File: config.mk
export PLATFORM = sky130hd
export DESIGN_NAME = melody_play_ctrl
export DESIGN_NICKNAME = d
export VERILOG_FILES = /design/src/rtl/melody_play_ctrl.sv
export SDC_FILE = /design/constraint.sdc
export NUM_CORES = 1
export LEC_CHECK = 0
export BUFFER_PORTS_ARGS = -buffer_cell sky130_fd_sc_hd__buf_2
export CORE_ASPECT_RATIO = 0.8
export CORE_UTILIZATION = 55
export DETAILED_ROUTE_END_ITERATION = 8
export HOLD_SLACK_MARGIN = 0.05
export PLACE_DENSITY_LB_ADDON = 0.1
export SLEW_MARGIN = 20
export SYNTH_ARGS = -nofsm -noshare
export SYNTH_HDL_FRONTEND = slang
export SYNTH_SLANG_ARGS = --single-unit
File: constraint.sdc
create_clock -name clk -period 3.1 [get_ports clk]
set_input_delay 0.62 -clock clk [delete_from_list [all_inputs] [get_ports clk]]
set_output_delay 0.62 -clock clk [all_outputs]
set_load 0.02 [all_outputs]
File: src/rtl/melody_play_ctrl.sv
// Melody sequencer: snapshots a packed 8-slot melody and plays it on the piezo
// note bus with timed note/gap phases, or previews a single slot.
module melody_play_ctrl #(
  parameter int NOTE_TICKS = 5000000,
  parameter int GAP_TICKS  = 5000000
) (
  input  logic        clk,
  input  logic        reset,
  input  logic [31:0] melody,
  input  logic [2:0]  max_index,
  input  logic        play_req,
  input  logic        preview_req,
  input  logic [2:0]  preview_idx,
  input  logic        abort,
  output logic [3:0]  piezo_note,
  output logic [2:0]  note_idx,
  output logic        busy,
  output logic        done
);

  localparam int MAX_TICKS = (NOTE_TICKS > GAP_TICKS) ? NOTE_TICKS : GAP_TICKS;
  localparam int CW        = $clog2(MAX_TICKS + 1);
  localparam logic [CW-1:0] NOTE_LOAD = CW'(NOTE_TICKS - 1);
  localparam logic [CW-1:0] GAP_LOAD  = CW'(GAP_TICKS - 1);
  localparam logic [CW-1:0] CNT_ONE   = CW'(1);

  typedef enum logic [2:0] {S_IDLE, S_NOTE, S_GAP, S_PREVIEW, S_DONE} state_t;

  state_t        state_q, state_d;
  logic [CW-1:0] cnt_q, cnt_d;
  logic [31:0]   mel_q, mel_d;
  logic [2:0]    max_q, max_d;
  logic [2:0]    note_idx_q, note_idx_d;
  logic [3:0]    piezo_q, piezo_d;
  logic          busy_q, busy_d;
  logic          done_q, done_d;

  function automatic logic [3:0] slot(input logic [31:0] m, input logic [2:0] i);
    return m[{i, 2'b00} +: 4];
  endfunction

  // Outputs are computed from the next state so they appear with the state change.
  always_comb begin
    state_d    = state_q;
    cnt_d      = cnt_q;
    mel_d      = mel_q;
    max_d      = max_q;
    note_idx_d = note_idx_q;
    piezo_d    = 4'd0;
    busy_d     = 1'b1;
    done_d     = 1'b0;

    case (state_q)
      S_IDLE: begin
        busy_d     = 1'b0;
        note_idx_d = 3'd0;
        if (!abort && play_req) begin
          state_d    = S_NOTE;
          mel_d      = melody;
          max_d      = max_index;
          cnt_d      = NOTE_LOAD;
          piezo_d    = slot(melody, 3'd0);
          busy_d     = 1'b1;
        end else if (!abort && preview_req) begin
          state_d    = S_PREVIEW;
          mel_d      = melody;
          note_idx_d = preview_idx;
          cnt_d      = NOTE_LOAD;
          piezo_d    = slot(melody, preview_idx);
          busy_d     = 1'b1;
        end
      end
      S_NOTE: begin
        if (cnt_q == '0) begin
          state_d = S_GAP;
          cnt_d   = GAP_LOAD;
        end else begin
          cnt_d   = cnt_q - CNT_ONE;
          piezo_d = slot(mel_q, note_idx_q);
        end
      end
      S_GAP: begin
        if (cnt_q != '0) begin
          cnt_d = cnt_q - CNT_ONE;
        end else if (note_idx_q == max_q) begin
          state_d = S_DONE;
          done_d  = 1'b1;
        end else begin
          state_d    = S_NOTE;
          note_idx_d = note_idx_q + 3'd1;
          cnt_d      = NOTE_LOAD;
          piezo_d    = slot(mel_q, note_idx_q + 3'd1);
        end
      end
      S_PREVIEW: begin
        if (cnt_q == '0) begin
          state_d = S_DONE;
          done_d  = 1'b1;
        end else begin
          cnt_d   = cnt_q - CNT_ONE;
          piezo_d = slot(mel_q, note_idx_q);
        end
      end
      S_DONE: begin
        state_d    = S_IDLE;
        note_idx_d = 3'd0;
        busy_d     = 1'b0;
      end
      default: begin
        state_d    = S_IDLE;
        note_idx_d = 3'd0;
        busy_d     = 1'b0;
      end
    endcase

    // Abort overrides any tick expiry decided above.
    if (abort && state_q != S_IDLE) begin
      state_d    = S_IDLE;
      cnt_d      = '0;
      note_idx_d = 3'd0;
      piezo_d    = 4'd0;
      busy_d     = 1'b0;
      done_d     = 1'b0;
    end
  end

  always_ff @(posedge clk or negedge reset) begin
    if (!reset) begin
      state_q    <= S_IDLE;
      cnt_q      <= '0;
      mel_q      <= '0;
      max_q      <= '0;
      note_idx_q <= '0;
      piezo_q    <= '0;
      busy_q     <= 1'b0;
      done_q     <= 1'b0;
    end else begin
      state_q    <= state_d;
      cnt_q      <= cnt_d;
      mel_q      <= mel_d;
      max_q      <= max_d;
      note_idx_q <= note_idx_d;
      piezo_q    <= piezo_d;
      busy_q     <= busy_d;
      done_q     <= done_d;
    end
  end

  assign piezo_note = piezo_q;
  assign note_idx   = note_idx_q;
  assign busy       = busy_q;
  assign done       = done_q;

endmodule

==> run metrics <==
total gr overflow=0; share of layout cells above drive strength 1=a little under two fifths; die width=approximately 100 microns; Leak Pwr=0.00200 uW; Compound-Gate Fraction of Synth Area=14.0%; area delta synth->final=14.4%; Post-Synth XOR/XNOR Area=0.824%; internal reg-to-reg setup slack=0.24 ns; initial antenna violation count=0; post-CTS setup buffer count=0; TritonCTS Buffers=9; number of hold buffers added after CTS=0; Core ar.=0.00743 sq mm; critical path endpoint category=flop; Core Util, Final=about two thirds; main combinational cell family by area after synthesis=multiplexers; YS warnings=0; Arr. time, crit path=about 3.1 ns; Power Dens Cells=915 mW/mm^2; Top Ports=52; post-synthesis adder-cell area fraction=less than 1%; Critical Path Start Type=flop; most frequent cells in the layout=70 x dfrtp_1, 51 x buf_2, 38 x mux2_2; Simple-Gate Fraction of Synth Area=between 10% and 20%; CTS Root Cell=clkbuf_8; status=completed; TritonCTS clock tree=yes; DRT Pass-1 Iters=5; max-slew violation count=0; post-synthesis instance area=0.00425 sq mm; r2r endpoint=cnt_q[14]; first-pass GRT wire length=16.6 mm; setup_tns=0 ns; clock tree sinks=70; RD Place Congestion=between 0.8 and 0.9; Routed Wire Length=about 10 mm; post-synthesis instance total=about 380; RSZ-0062 raised after global routing=false; count of cell types in the netlist=55; Slew headroom=49.9%; Worst-path clk slew=around 0.080 ns; wire per inst=around 19 microns; largest net degree at the start of global routing=45; final hold vios=0; Setup WS pre-CTS=~0.31 ns; Max Cap Viol=0; total die area=around 0.0081 sq mm; setup ws final=0.243 ns; min-delay worst type=in2async; worst reg2reg path depth=5; M1 GR Usage=between 40% and 50%; Initial Util=57.3%; Top FF cell, synth=dfrtp_1; Mean Syn Cell Area=11.1 sq um; Max IR drop VDD=between 0.4 and 0.5 mV; Syn Nets=430; EDFF count, synth=0; vias per cell=6.31; DR iter-0 viols=253; vias in the first global route=3271; Critical Path End=cnt_q[14]; Final Non-Filler Cells=around 540; Crit Path Max Fanout=14; # diodes=0; worst slew pin tran=~0.75 ns; routing usage on met2=around two fifths; Final ANT Viol Nets=0; Tcrit/Tclk final=~90%; dpl cells=528; GRT Total Usage=27.5%; Setup violations, final=0; Worst-Skew Late Latency=0.35 ns; Most Crowded Layer GR=met2; Worst R2R Start=cnt_q[5]; ys async rst share=100%; routing usage on met3=6.27%; Critical Path Source=cnt_q[5]; CP required=~3.3 ns; H-tree depth=3; DR vias=3435; I/O Buffers=51; Layout Skew=approximately 0.0088 ns; Final nets=between 400 and 500; #FFs+latches synth=70; post_cts resized=0; Die Y=80.7 microns; Fin Hold WS=roughly 0.28 ns; fmax=350 MHz; Final Critical Period=around 2.9 ns; mux contribution to synthesized area=about a quarter; num rows=28; Seq/Total Area, Yosys=between 40% and 50%; WS Path Type=reg2reg; clk buf depth=2; DPL Wire Length=roughly 7.3 mm; drc violations=0; most common cell after layout, fill and taps aside=dfrtp_1
-- through the flow --
stage | instance area [sq um] | total power (uW)
2_1_floorplan | 4250 | 3130
3_3_place_gp | 4660 | 3600
3_5_place_dp | 4660 | 3680
4_1_cts | 4870 | 4460
5_1_grt | 4870 | 4780
6_report | 4870 | 4460
-- worst min-delay path by stage --
stage,to,startpoint,slack (ns),depth (start not counted)
after CTS,done,reset,0.29,1
after global routing,done,reset,0.32,1
after floorplan,busy,reset,0.32,0
after detailed placement,mel_q[1],mel_q[1],0.51,1
after global placement,mel_q[25],mel_q[25],0.51,1
final,done,reset,0.28,1
-- sequential cells by signal (all words and copies together), names as in the netlist --
| name | count |
|---|---|
| mel_q | 32 |
| max_q | 3 |
| state_q | 3 |
| cnt_q | 23 |
| busy | 1 |
| piezo_note | 4 |
| done | 1 |
| note_idx | 3 |
-- layout make-up --
cell class / instances / area, sq um
fill: 610 / 2560
multi-input combinational: 280 / 2370
sequential: 70 / 1750
timing repair buffer: 67 / 388
clock buffer: 10 / 138
tap: 105 / 131
clock inverter: 6 / 67.6
inverter: 6 / 22.5
-- synth_stat cells (10+ instances only) --
cell | instances | area share (%)
a21oi_1 | 12 | 1.4
a221oi_1 | 10 | 2.1
dfrtp_1 | 70 | 41
o21ai_0 | 19 | 2.2
nand2_1 | 12 | 1.1
nor2_1 | 37 | 3.3
or3_1 | 12 | 1.8
mux4_2 | 24 | 13
clkbuf_1 | 22 | 1.9
mux2_2 | 38 | 10
mux2i_1 | 12 | 2.8
-- logic make-up (layout without fill, tap and decap cells) --
kind of cell | after synthesis | in the layout
AOI/OAI and AO/OA | 83 | 83
xor gates and xnor gates | 4 | 4
adders and majority gates | 3 | 3
buffers and inverters | 34 | 89
DFF | 70 | 70
muxes | 74 | 74
and+or+nand+nor | 116 | 116
-- layer usage --
layer | vias to the layer above | wire length [microns]
met5 | - | 0
met1 | 1713 | 4940
li1 | 1578 | -
met3 | 16 | 617
met2 | 128 | 4530
met4 | 0 | 163
-- critical path: stages, from the launching register on --
cell,delay [ns]
dfrtp_1,0.44
or4_1,0.68
or3_1,0.57
o41a_1,0.69
o21ai_0,0.28
nor2_1,0.07
-- power breakdown --
group	leakage [uW]	internal [uW]	switching (uW)
combinational	0.00103	1040	995
clock	0.0000993	398	373
sequential	0.000866	1290	356
Power figures use the tool's default switching activity.
